$ cat src/rtl/wb_scoreboard_pkg.sv
// Shared constants for the scoreboard and the forwarding units that read its writeback slot.
// Register index width, the zero register and the default data width live here.
package wb_scoreboard_pkg;

    localparam int REG_W            = 5;
    localparam int NREG_DEF         = 1 << REG_W;
    localparam int DATA_W_DEF       = 32;
    localparam int MAX_INFLIGHT_DEF = 4;

    localparam logic [REG_W-1:0] REG_ZERO = 5'd0;

    typedef logic [REG_W-1:0] reg_idx_t;

    // A hazard on r is cancelled when the result for r arrives in this same cycle,
    // because the consumer will read it from the writeback slot one cycle later.
    function automatic logic reg_hazard(
        input logic [NREG_DEF-1:0] pend,
        input reg_idx_t            r,
        input logic                res_valid,
        input reg_idx_t            res_rd
    );
        logic bypass;
        bypass = res_valid && (res_rd == r) && (r != REG_ZERO);
        return pend[r] && !bypass;
    endfunction

endpackage

$ cat src/rtl/wb_scoreboard_wb_slot.sv
// Writeback register stage: captures one completing result per cycle for the register
// file and the operand forwarding muxes; reads as all-zero when no result completed.
module wb_slot
    import wb_scoreboard_pkg::*;
#(
    parameter int DATA_W = DATA_W_DEF
) (
    input  logic              clk,
    input  logic              rst_n,
    input  logic              res_valid,
    input  logic [REG_W-1:0]  res_rd,
    input  logic [DATA_W-1:0] res_data,
    output logic [REG_W-1:0]  wreg_b,
    output logic [DATA_W-1:0] w_data_b,
    output logic              we_b
);

    always_ff @(posedge clk) begin
        if (!rst_n) begin
            wreg_b   <= REG_ZERO;
            w_data_b <= '0;
            we_b     <= 1'b0;
        end else if (res_valid && (res_rd != REG_ZERO)) begin
            wreg_b   <= res_rd;
            w_data_b <= res_data;
            we_b     <= 1'b1;
        end else begin
            wreg_b   <= REG_ZERO;
            w_data_b <= '0;
            we_b     <= 1'b0;
        end
    end

endmodule

$ cat src/rtl/wb_scoreboard.sv
// Issue-side scoreboard: tracks registers awaiting multi-cycle results, stalls issue on
// RAW/WAW hazards or a full in-flight budget, and registers completing results into wb_slot.
module wb_scoreboard
    import wb_scoreboard_pkg::*;
#(
    parameter int DATA_W       = DATA_W_DEF,
    parameter int NREG         = NREG_DEF,
    parameter int MAX_INFLIGHT = MAX_INFLIGHT_DEF,
    parameter int CNT_W        = $clog2(MAX_INFLIGHT + 1)
) (
    input  logic              clk,
    input  logic              rst_n,
    input  logic              issue_valid,
    input  logic [REG_W-1:0]  issue_rs,
    input  logic [REG_W-1:0]  issue_rt,
    input  logic [REG_W-1:0]  issue_rd,
    input  logic              issue_mc,
    input  logic              res_valid,
    input  logic [REG_W-1:0]  res_rd,
    input  logic [DATA_W-1:0] res_data,
    output logic              stall,
    output logic [REG_W-1:0]  wreg_b,
    output logic [DATA_W-1:0] w_data_b,
    output logic              we_b,
    output logic [CNT_W-1:0]  inflight,
    output logic              err
);

    localparam logic [CNT_W-1:0] MAX_CNT = CNT_W'(MAX_INFLIGHT);
    localparam logic [CNT_W-1:0] CNT_ONE = CNT_W'(1);

    logic [NREG-1:0] pending;
    logic [NREG-1:0] pending_nxt;

    logic hz_rs;
    logic hz_rt;
    logic hz_rd;
    logic res_hits;
    logic mc_req;
    logic full;
    logic acc;
    logic alloc;
    logic stray;

    assign hz_rs = reg_hazard(pending, issue_rs, res_valid, res_rd);
    assign hz_rt = reg_hazard(pending, issue_rt, res_valid, res_rd);
    assign hz_rd = reg_hazard(pending, issue_rd, res_valid, res_rd);

    // A result retiring a pending register frees a slot this cycle, so it lifts the full stall.
    assign res_hits = res_valid && pending[res_rd];
    assign mc_req   = issue_mc && (issue_rd != REG_ZERO);
    assign full     = mc_req && (inflight == MAX_CNT) && !res_hits;

    assign stall = issue_valid && (hz_rs || hz_rt || hz_rd || full);
    assign acc   = issue_valid && !stall;
    assign alloc = acc && mc_req;
    assign stray = res_valid && !pending[res_rd];

    // Clear before set: a new producer for the same register keeps it pending.
    always_comb begin
        pending_nxt = pending;
        if (res_valid) begin
            pending_nxt[res_rd] = 1'b0;
        end
        if (alloc) begin
            pending_nxt[issue_rd] = 1'b1;
        end
        pending_nxt[0] = 1'b0;
    end

    always_ff @(posedge clk) begin
        if (!rst_n) begin
            pending  <= '0;
            inflight <= '0;
            err      <= 1'b0;
        end else begin
            pending <= pending_nxt;
            case ({alloc, res_hits})
                2'b10:   inflight <= inflight + CNT_ONE;
                2'b01:   inflight <= inflight - CNT_ONE;
                default: inflight <= inflight;
            endcase
            if (stray) begin
                err <= 1'b1;
            end
        end
    end

    wb_slot #(
        .DATA_W (DATA_W)
    ) u_wb_slot (
        .clk      (clk),
        .rst_n    (rst_n),
        .res_valid(res_valid),
        .res_rd   (res_rd),
        .res_data (res_data),
        .wreg_b   (wreg_b),
        .w_data_b (w_data_b),
        .we_b     (we_b)
    );

endmodule

$ cat config.mk
export PLATFORM = sky130hd
export DESIGN_NAME = wb_scoreboard
export DESIGN_NICKNAME = d
export VERILOG_FILES = /design/src/rtl/wb_scoreboard_pkg.sv /design/src/rtl/wb_scoreboard_wb_slot.sv /design/src/rtl/wb_scoreboard.sv
export SDC_FILE = /design/constraint.sdc
export NUM_CORES = 1
export LEC_CHECK = 0
export BUFFER_PORTS_ARGS = -buffer_cell sky130_fd_sc_hd__buf_2
export CAP_MARGIN = 10
export CELL_PAD_IN_SITES_DETAIL_PLACEMENT = 0
export CELL_PAD_IN_SITES_GLOBAL_PLACEMENT = 1
export CORE_ASPECT_RATIO = 1.2
export CORE_MARGIN = 3
export CORE_UTILIZATION = 38
export DETAILED_ROUTE_END_ITERATION = 12
export PLACE_DENSITY = 0.73
export REMOVE_ABC_BUFFERS = 1
export SYNTH_ARGS = -nofsm -noshare
export SYNTH_HDL_FRONTEND = slang
export SYNTH_SLANG_ARGS = --single-unit
$ cat constraint.sdc
create_clock -name clk -period 2.65 [get_ports clk]
set_input_delay 0 -clock clk [delete_from_list [all_inputs] [get_ports clk]]
set_output_delay 0 -clock clk [all_outputs]
set_load 0.01 [all_outputs]
==> results.sh, run 1 <==
export IMPL_end_kind="register"
export IMPL_synth_yosys_warnings=0
export IMPL_synth_seq_area_share=0.321
export IMPL_num_vias=4212
export IMPL_multi_input_area_sq_mm=0.00266
export IMPL_ys_seq_elements=73
export IMPL_remaining_drc_errors=0
export IMPL_antenna_found_initial=0
export IMPL_ys_types=63
export IMPL_row_count=43
export IMPL_finalClockSkew_ns=0.00732
export IMPL_crit_path_start="pending[21]$_SDFF_PN0_"
export IMPL_avgViaCountPerCell=5.59
export IMPL_area_growth_pct=32.4
export IMPL_required_ns=2.92
export IMPL_outcome="finished, violations left"
export IMPL_drt_wl_total_um=15100
export IMPL_critical_path_class="reg2reg"
export IMPL_grt_pass1_wl_um=23500
export IMPL_finalMaxSlewViolations=0
export IMPL_fp_dieH_um=126
export IMPL_yosys_top_cells_area="dfxtp_1, mux2i_1, o41ai_2, o211ai_1, and3_1"
export IMPL_drive_gt1_frac=0.435
export IMPL_post_drt_wl_per_cell_um=20.0
export IMPL_die_w_um=106
export IMPL_synth_edf_count=0
export IMPL_clk_pin_slew_ns=0.06
export IMPL_violations="setup timing"
export IMPL_fin_cells=753
export IMPL_portBuffers=99
export IMPL_worstPathArrival_ns=2.97
export IMPL_synth_top_area_frac=0.321
export IMPL_regToRegEndpoint="inflight[2]$_SDFFE_PN0P_"
export IMPL_cts_tree="done"
export IMPL_antenna_violating_nets_post_route=0
export IMPL_wl_met2_um=7380
export IMPL_r2r_start="pending[21]$_SDFF_PN0_"
export IMPL_grt_use_total=0.228
export IMPL_p_leak_nw=2.72
export IMPL_dp_hpwl_um=11400
export IMPL_synthArstFlopShare=0
export IMPL_cp_endpoint="inflight[2]$_SDFFE_PN0P_"
export IMPL_max_cap_violations=0
export IMPL_detail_route_iter0_violations=277
export IMPL_ys_flop_type="dfxtp_1"
export IMPL_period_share=1.02
export IMPL_grt_pass1_vias=4244
export IMPL_start_util=0.391
export IMPL_setup_viol=2
export IMPL_grt_setup_unrepaired="true"
export IMPL_io_pins=100
export IMPL_routed_top_layer="met4"
export IMPL_max_vdd_ir_drop_uv=211
export IMPL_die_area_sq_mm=0.0133
export IMPL_seq_area_sq_mm=0.00149
export IMPL_dr_pass1_iters=5
export IMPL_r2r_setup_slack_ns=-0.05
export IMPL_min_path_type="in2reg"
export IMPL_clkSinkCount=73
export IMPL_gp_congestion=0.922
export IMPL_grt_max_degree=71
export IMPL_r2r_cells=13
export IMPL_total_power_mw=2.94
export IMPL_setup_slack_ns=-0.0515
export IMPL_final_nets=650
export IMPL_netlist_area_sq_mm=0.00455
export IMPL_yosysTopAreaCell="dfxtp_1"
export IMPL_nFillCells=1064
export IMPL_clk_path_buf_depth=2
export IMPL_n_antenna_cell=0
export IMPL_wl_met1_um=5920
export IMPL_power_density_mw_per_mm2=489
export IMPL_final_hold_violation_count=0
export IMPL_min_period_ns=2.70
export IMPL_path_max_fanout=4
export IMPL_clock_latency_ns=0.34
export IMPL_worstMarginPinSlew_ns=0.623
export IMPL_met3WireLength_um=917
export IMPL_htree_levels=3
export IMPL_fmax_ghz=0.370
export IMPL_cts_made_buffers=9
export IMPL_max_slew_margin_rel=0.584
export IMPL_core_area_sq_mm=0.0116
export IMPL_dpl_cell_count=702
export IMPL_overflow=0
export IMPL_clock_root_buffer="clkbuf_16"
export IMPL_avgSynthCellArea_sq_um=10.5
export IMPL_syn_inst=433
export IMPL_startpoint_type="register"
-- worst max-delay path: stages, from the launching register on --
cell and delay (ns):
dfxtp_2 0.33, buf_6 0.12, mux4_2 0.47, mux2i_2 0.23, nand3_1 0.13, nand4_2 0.10
o221ai_4 0.10, or2_1 0.23, ha_2 0.19, inv_2 0.05, fa_2 0.18, xor2_1 0.07
or3_1 0.30, a21boi_1 0.13
-- how the worst min path moves through the flow --
| stage | from | to | slack, ns | depth (start not counted) |
|---|---|---|---|---|
| final | res_valid | u_wb_slot.wreg_b[1]$_SDFF_PN0_ | 0.05 | 2 |
| after global routing | res_valid | u_wb_slot.wreg_b[1]$_SDFF_PN0_ | 0.06 | 2 |
| after CTS | res_valid | u_wb_slot.wreg_b[0]$_SDFF_PN0_ | 0.04 | 2 |
| after detailed placement | res_data[4] | u_wb_slot.w_data_b[4]$_SDFF_PN0_ | 0.23 | 2 |
| after global placement | res_data[4] | u_wb_slot.w_data_b[4]$_SDFF_PN0_ | 0.24 | 2 |
| after floorplan | issue_valid | stall | 0.11 | 1 |
-- power by group --
part,switching (mW),internal [mW]
clock network,0.477,0.852
logic,0.274,0.205
registers,0.00986,1.12
-- per-layer routing --
| metal | vias up | track usage |
|---|---|---|
| li1 | 1977 | - |
| met1 | 1995 | 0.258 |
| met2 | 191 | 0.384 |
| met3 | 49 | 0.0415 |
| met4 | 0 | 0.162 |
| met5 | - | 0 |
-- Yosys cell counts, types with 6 or more instances --
library cell	n
dfxtp_1	73
mux2i_1	48
and3_1	36
o211ai_1	32
o41ai_2	26
nand3_1	19
nand2_1	12
clkbuf_1	11
buf_6	9
clkbuf_8	9
inv_1	9
xor2_1	9
o22ai_1	8
buf_2	7
buf_4	7
or2_2	7
a21oi_1	6
mux4_2	6
nand2b_1	6
nor3_1	6
o221ai_1	6
xnor2_1	6
-- layout make-up --
type / count / area share
clock inverter: 6 / 0.0152
timing repair buffer: 195 / 0.219
sequential: 73 / 0.247
tap: 157 / 0.0326
clock buffer: 10 / 0.0397
multi-input combinational: 303 / 0.441
inverter: 9 / 0.00561
-- timing repair --
item | in CTS | in global routing
hold buffers | 32 | 0
hold endpoints to repair | 32 | 0
buffers inserted | 3 | 1
setup endpoints to repair | 2 | 4
gates resized for setup | 12 | 16
pin swaps | 6 | 10
-- metrics by stage --
step	setup TNS (ns)	hold WS, ns	worst slack (ns)	instance area [sq um]	utilization
floorplan	-1.21	0.112	-0.681	4140	-
global placement	-0.259	0.235	-0.242	5300	0.456
detailed placement	-0.305	0.234	-0.255	5300	0.456
CTS	-0.122	0.0364	-0.0992	5990	0.516
global route	-0.240	0.0624	-0.173	6020	0.518
finish	-0.0859	0.0505	-0.0515	6020	0.518
-- cell families after synthesis --
kind of cell | Yosys count | synth area share
XOR/XNOR | 15 | 0.0289
AND/OR/NAND/NOR | 124 | 0.170
buffers and inverters | 57 | 0.0979
adder cells (fa/ha/maj) | 2 | 0.00715
multiplexers | 59 | 0.148
flip-flops | 73 | 0.321
AO/OA/AOI/OAI | 103 | 0.227
-- sequential cells by signal, indices dropped and copies added, names as in the netlist --
register            count
u_wb_slot.w_data_b     32
pending                31
u_wb_slot.wreg_b        5
inflight                3
err                     1
u_wb_slot.we_b          1
-- placed cells by master (no fill, tap or decap), types with 4 or more instances in the layout --
cell,count
nor2_1,5
and3_1,36
o41ai_2,26
dlygate4sd3_1,32
buf_4,61
o211ai_1,32
nand2b_1,6
dfxtp_2,14
xnor2_1,6
mux2i_1,47
nor3_1,6
xor2_1,9
and2_1,4
o221ai_1,6
or2_2,7
nor2b_1,4
a21oi_1,6
o31ai_1,4
inv_1,8
dfxtp_1,57
mux4_2,6
o22ai_1,8
nand3_1,19
o41ai_1,4
nand2_1,12
clkbuf_16,9
buf_2,99
No activity file was read; power rests on OpenSTA's default activity.
==> run 2, diff against run 1 <==
CORE_UTILIZATION = 35   (was 38)
CTS_BUF_LIST = sky130_fd_sc_hd__clkbuf_16   (was unset)
PLACE_DENSITY = 0.68   (was 0.73)
==> run 2 against run 1 <==
  * The run still ends with setup timing left
  * Largest cell class unchanged
  * Clock skew rose by 0.0049 ns
  * Fmax rose by 1.1%
  * Power shrank 3.5%
  * Register-to-register slack improved by 0.03 ns
  * Utilization decreased by 4.0 points
  * Clock power fell by 9%
  * Critical path type unchanged
==> results.sh, run 2 (synthesized netlist as in run 1, its figures left out) <==
export IMPL_critical_path_class="reg2reg"
export IMPL_path_max_fanout=3
export IMPL_setup_viol=1
export IMPL_grt_pass1_vias=4202
export IMPL_min_path_type="in2reg"
export IMPL_antenna_found_initial=0
export IMPL_path_delay_family="simple AND/OR/NAND/NOR gates"
export IMPL_max_slew_margin_rel=0.557
export IMPL_cts_tree="done"
export IMPL_layout_common_cells="buf_2, buf_4, dfxtp_1"
export IMPL_post_drt_wl_per_cell_um=20.8
export IMPL_r2r_setup_slack_ns=-0.02
export IMPL_max_vdd_ir_drop_uv=266
export IMPL_final_core_util=0.478
export IMPL_finalMaxSlewViolations=0
export IMPL_worstPathArrival_ns=2.95
export IMPL_outcome="finished, violations left"
export IMPL_dp_hpwl_um=11500
export IMPL_final_nets=659
export IMPL_total_power_mw=2.84
export IMPL_io_pins=100
export IMPL_detail_route_iter0_violations=340
export IMPL_clkSinkCount=73
export IMPL_die_area_sq_mm=0.0144
export IMPL_startpoint_type="register"
export IMPL_drt_wl_total_um=16000
export IMPL_portBuffers=99
export IMPL_largest_reg_flops=32
export IMPL_grt_setup_unrepaired="true"
export IMPL_drive_gt1_frac=0.440
export IMPL_max_cap_violations=0
export IMPL_start_util=0.359
export IMPL_grt_max_degree=37
export IMPL_die_w_um=110
export IMPL_area_growth_pct=33.1
export IMPL_whs_path_depth=2
export IMPL_cts_made_buffers=9
export IMPL_r2r_start="pending[4]$_SDFF_PN0_"
export IMPL_cp_slowest_cell="dfxtp_2"
export IMPL_top_register="u_wb_slot.w_data_b"
export IMPL_power_density_mw_per_mm2=469
export IMPL_dr_pass1_iters=5
export IMPL_worstMarginPinSlew_ns=0.662
export IMPL_clock_latency_ns=0.35
export IMPL_hold_end="u_wb_slot.wreg_b[4]$_SDFF_PN0_"
export IMPL_clock_root_buffer="clkbuf_16"
export IMPL_violations="setup timing"
export IMPL_nFillCells=1223
export IMPL_layout_commonest_cell="buf_2"
export IMPL_grt_use_total=0.223
export IMPL_required_ns=2.93
export IMPL_n_antenna_cell=0
export IMPL_antenna_violating_nets_post_route=0
export IMPL_cpPeakStageDelay_ns=0.33
export IMPL_path_cells="buf_6 -> mux2i_2 -> o22ai_2 -> nor4_2 -> buf_4 -> o22ai_4 -> o21ai_4 -> or2_1 -> ha_2 -> inv_2 -> fa_2 -> xor2_1 -> or3_1 -> a21boi_1"
export IMPL_setup_slack_ns=-0.0229
export IMPL_grt_pass1_wl_um=23900
export IMPL_avgViaCountPerCell=5.63
export IMPL_multi_input_area_sq_mm=0.00267
export IMPL_htree_levels=3
export IMPL_regToRegEndpoint="inflight[2]$_SDFFE_PN0P_"
export IMPL_fmax_ghz=0.374
export IMPL_remaining_drc_errors=0
export IMPL_reg_largest_list="u_wb_slot.w_data_b (32), pending (31), u_wb_slot.wreg_b (5)"
export IMPL_crit_cells=14
export IMPL_r2r_cells=14
export IMPL_overflow=0
export IMPL_crit_buf_inv=3
export IMPL_seq_area_sq_mm=0.00148
export IMPL_fp_dieH_um=131
export IMPL_finalClockSkew_ns=0.0122
export IMPL_end_kind="register"
export IMPL_min_period_ns=2.67
export IMPL_p_leak_nw=2.72
export IMPL_num_vias=4333
export IMPL_period_share=1.01
export IMPL_final_hold_violation_count=0
export IMPL_row_count=45
export IMPL_gp_congestion=0.960
export IMPL_crit_path_start="pending[4]$_SDFF_PN0_"
export IMPL_clk_path_buf_depth=2
export IMPL_worstHoldStart="res_valid"
export IMPL_core_area_sq_mm=0.0127
export IMPL_clk_pin_slew_ns=0.07
[run 2: cell count changes in the layout (fill, tap and decap cells not counted), sizes merged]
| cell | previous run | this run |
|---|---|---|
| buf | 163 | 172 |
| clkinv | 4 | 0 |
| clkinvlp | 0 | 3 |
| bufinv | 2 | 0 |
| inv | 9 | 13 |
| clkbuf | 10 | 9 |
[run 2: repair_timing]
item / 4_1_cts / 5_1_grt
pin swaps: 8 / 4
hold endpoints to repair: 32 / 0
gates resized for setup: 11 / 13
hold buffers: 32 / 0
setup buffers: 2 / 0
gates cloned: 0 / 0
endpoints found under the setup margin: 2 / 3
[run 2: worst max-delay path by stage]
stage | endpoint | slack [ns]
finish | inflight[2]$_SDFFE_PN0P_ | -0.02
global placement | inflight[2]$_SDFFE_PN0P_ | -0.31
CTS | inflight[2]$_SDFFE_PN0P_ | -0.06
global route | inflight[2]$_SDFFE_PN0P_ | -0.20
floorplan | inflight[2]$_SDFFE_PN0P_ | -0.68
detailed placement | inflight[2]$_SDFFE_PN0P_ | -0.30
[run 2: cell type report]
| class | count | area share |
|---|---|---|
| sequential | 73 | 0.244 |
| clock buffer | 9 | 0.0372 |
| inverter | 9 | 0.00558 |
| multi-input combinational | 303 | 0.440 |
| clock inverter | 7 | 0.0103 |
| tap | 164 | 0.0339 |
| timing repair buffer | 204 | 0.229 |
[run 2: power by group]
group | switching [mW] | internal, mW
Combinational | 0.285 | 0.208
Clock | 0.557 | 0.654
Sequential | 0.00928 | 1.12
[run 2: metal layers]
metal	global-route usage	routed length, um	vias up
met3	0.0378	1280	37
li1	-	-	1995
met5	0	0	-
met4	0.0836	510	0
met2	0.365	7400	227
met1	0.295	6830	2074
[run 2: metrics by stage]
step	instance area [sq um]	cells	setup slack, ns	hold slack, ns	TNS, ns
6_report	6050	769	-0.0229	0.0565	-0.0229
5_1_grt	6050	769	-0.200	0.0635	-0.275
4_1_cts	6020	769	-0.0561	0.0458	-0.0561
3_5_place_dp	5380	719	-0.297	0.236	-0.329
3_3_place_gp	5380	719	-0.311	0.232	-0.354
2_1_floorplan	4140	385	-0.681	0.112	-1.21
==> run 3, diff against run 2 <==
CTS_BUF_LIST = sky130_fd_sc_hd__clkbuf_4 sky130_fd_sc_hd__clkbuf_8   (was sky130_fd_sc_hd__clkbuf_16)
==> run 3 against run 2 <==
  * Combinational power about the same
  * Clock-buffer cell count unchanged
  * Non-clock buffer count increased by 1
  * Die area did not move
  * Utilization down 0.68 points
  * Critical path type unchanged
  * Register-to-register slack got worse by 0.03 ns
  * The flow still finishes with violations (setup timing)
  * Highest routed layer unchanged
  * Via count about the same
  * Critical endpoint unchanged
  * Final area down 1.4%
  * Largest cell class unchanged
==> results.sh, run 3 (synthesized netlist as in run 1, its figures left out) <==
export IMPL_reg_largest_list="u_wb_slot.w_data_b (32), pending (31), u_wb_slot.wreg_b (5)"
export IMPL_final_nets=660
export IMPL_portBuffers=99
export IMPL_max_slew_margin_rel=0.558
export IMPL_grt_pass1_vias=4203
export IMPL_setup_slack_ns=-0.0547
export IMPL_drive_gt1_frac=0.441
export IMPL_clock_root_buffer="clkbuf_8"
export IMPL_final_hold_violation_count=0
export IMPL_worstPathArrival_ns=3.00
export IMPL_start_util=0.359
export IMPL_clk_path_buf_depth=2
export IMPL_io_pins=100
export IMPL_post_drt_wl_per_cell_um=21.0
export IMPL_outcome="finished, violations left"
export IMPL_hold_end="u_wb_slot.wreg_b[4]$_SDFF_PN0_"
export IMPL_total_power_mw=2.50
export IMPL_power_density_mw_per_mm2=419
export IMPL_path_max_fanout=4
export IMPL_cts_made_buffers=9
export IMPL_antenna_violating_nets_post_route=0
export IMPL_overflow=0
export IMPL_clkSinkCount=73
export IMPL_setup_viol=2
export IMPL_cts_tree="done"
export IMPL_min_period_ns=2.70
export IMPL_largest_reg_flops=32
export IMPL_grt_pass1_wl_um=23900
export IMPL_row_count=45
export IMPL_grt_setup_unrepaired="true"
export IMPL_grt_max_degree=37
export IMPL_worstHoldStart="res_valid"
export IMPL_critical_path_class="reg2reg"
export IMPL_required_ns=2.95
export IMPL_fin_tns_setup_ns=-0.0751
export IMPL_max_cap_violations=0
export IMPL_layout_common_cells="buf_2, buf_4, dfxtp_1"
export IMPL_busiest_layer="met2"
export IMPL_dr_pass1_iters=5
export IMPL_worstMarginPinSlew_ns=0.662
export IMPL_die_area_sq_mm=0.0144
export IMPL_drt_wl_total_um=16200
export IMPL_fmax_ghz=0.370
export IMPL_finalClockSkew_ns=0.0197
export IMPL_grt_use_total=0.223
export IMPL_grt_use_met3=0.0378
export IMPL_max_vdd_ir_drop_uv=203
export IMPL_layout_commonest_cell="buf_2"
export IMPL_htree_levels=3
export IMPL_clock_latency_ns=0.37
export IMPL_n_antenna_cell=0
export IMPL_gr_usage_met1=0.293
export IMPL_avgViaCountPerCell=5.62
export IMPL_remaining_drc_errors=0
export IMPL_fin_cells=770
export IMPL_top_register="u_wb_slot.w_data_b"
export IMPL_whs_path_depth=2
export IMPL_r2r_start="pending[14]$_SDFF_PN0_"
export IMPL_finalMaxSlewViolations=0
export IMPL_end_kind="register"
export IMPL_gp_congestion=0.960
export IMPL_clk_pin_slew_ns=0.10
export IMPL_startpoint_type="register"
export IMPL_period_share=1.02
export IMPL_core_area_sq_mm=0.0127
export IMPL_dp_hpwl_um=11500
export IMPL_cp_slowest_cell="dfxtp_4"
export IMPL_p_leak_nw=2.68
export IMPL_met2_usage=0.368
export IMPL_min_path_type="in2reg"
export IMPL_fp_dieH_um=131
export IMPL_die_w_um=110
export IMPL_r2r_cells=13
export IMPL_antenna_found_initial=0
export IMPL_path_cells="mux2i_2 -> o22ai_2 -> nor4_2 -> buf_4 -> o22ai_4 -> o21ai_4 -> or2_1 -> ha_2 -> inv_2 -> fa_2 -> xor2_1 -> or3_1 -> a21boi_1"
export IMPL_num_vias=4329
export IMPL_regToRegEndpoint="inflight[2]$_SDFFE_PN0P_"
export IMPL_violations="setup timing"
export IMPL_dpl_cell_count=719
export IMPL_detail_route_iter0_violations=332
export IMPL_cpPeakStageDelay_ns=0.39
export IMPL_area_growth_pct=31.2
export IMPL_r2r_setup_slack_ns=-0.05
==> run 3: changes by cell type in the layout (fill, tap and decap cells not counted) <==
cell,before,now
mux2i_1,46,45
dfxtp_2,12,9
clkbuf_16,9,0
dfxtp_1,61,62
mux2i_2,2,3
buf_4,70,71
clkbuf_8,0,9
dfxtp_4,0,2
==> run 3: worst max path at each step <==
stage	from	cells past startpoint	end	slack (ns)
2_1_floorplan	res_rd[2]	12	inflight[2]$_SDFFE_PN0P_	-0.68
3_3_place_gp	res_rd[1]	14	inflight[2]$_SDFFE_PN0P_	-0.31
3_5_place_dp	res_rd[1]	14	inflight[2]$_SDFFE_PN0P_	-0.30
4_1_cts	pending[4]$_SDFF_PN0_	14	inflight[2]$_SDFFE_PN0P_	-0.07
5_1_grt	pending[18]$_SDFF_PN0_	13	inflight[2]$_SDFFE_PN0P_	-0.21
6_report	pending[14]$_SDFF_PN0_	13	inflight[2]$_SDFFE_PN0P_	-0.05
==> run 3: cell type report <==
| class | count | area [sq um] |
|---|---|---|
| repair buffers | 205 | 1390 |
| multi-input cells | 303 | 2670 |
| clock buffers | 9 | 124 |
| inverters | 9 | 33.8 |
| flip-flops and latches | 73 | 1480 |
| well taps | 164 | 205 |
| fillers | 1242 | 6700 |
| clock inverters | 7 | 62.6 |
==> run 3: worst max-delay path, delay by kind of cell (launching register included) <==
kind	cells	cell delay, ns
XOR/XNOR	1	0.15
AO/OA/AOI/OAI	4	0.44
flip-flops	1	0.39
adder cells (fa/ha/maj)	2	0.50
buffers and inverters	2	0.22
AND/OR/NAND/NOR	3	0.75
multiplexers	1	0.17
==> run 3: repair_timing <==
action,4_1_cts,5_1_grt
endpoints found under the hold margin,32,0
gates resized for setup,12,14
pin swaps,9,6
setup buffers,2,1
hold buffers,32,0
setup endpoints to repair,2,3
==> run 3: routing by layer <==
| layer | vias to the layer above | routed length (um) |
|---|---|---|
| met5 | - | 0 |
| met4 | 0 | 502 |
| met3 | 35 | 1250 |
| met2 | 235 | 7490 |
| met1 | 2067 | 6920 |
| li1 | 1992 | - |
==> run 3: metrics by stage <==
stage	setup slack, ns	instance area (sq um)	hold WS [ns]	utilization
floorplan	-0.681	4140	0.112	-
global placement	-0.311	5380	0.232	0.425
detailed placement	-0.297	5380	0.236	0.425
CTS	-0.0694	5920	0.0214	0.467
global route	-0.210	5970	0.0307	0.471
finish	-0.0547	5970	0.0306	0.471
==> run 3: power breakdown <==
group	switching (mW)	internal [mW]	total [mW]
Clock	0.517	0.360	0.877
Combinational	0.287	0.208	0.495
Sequential	0.00924	1.12	1.13
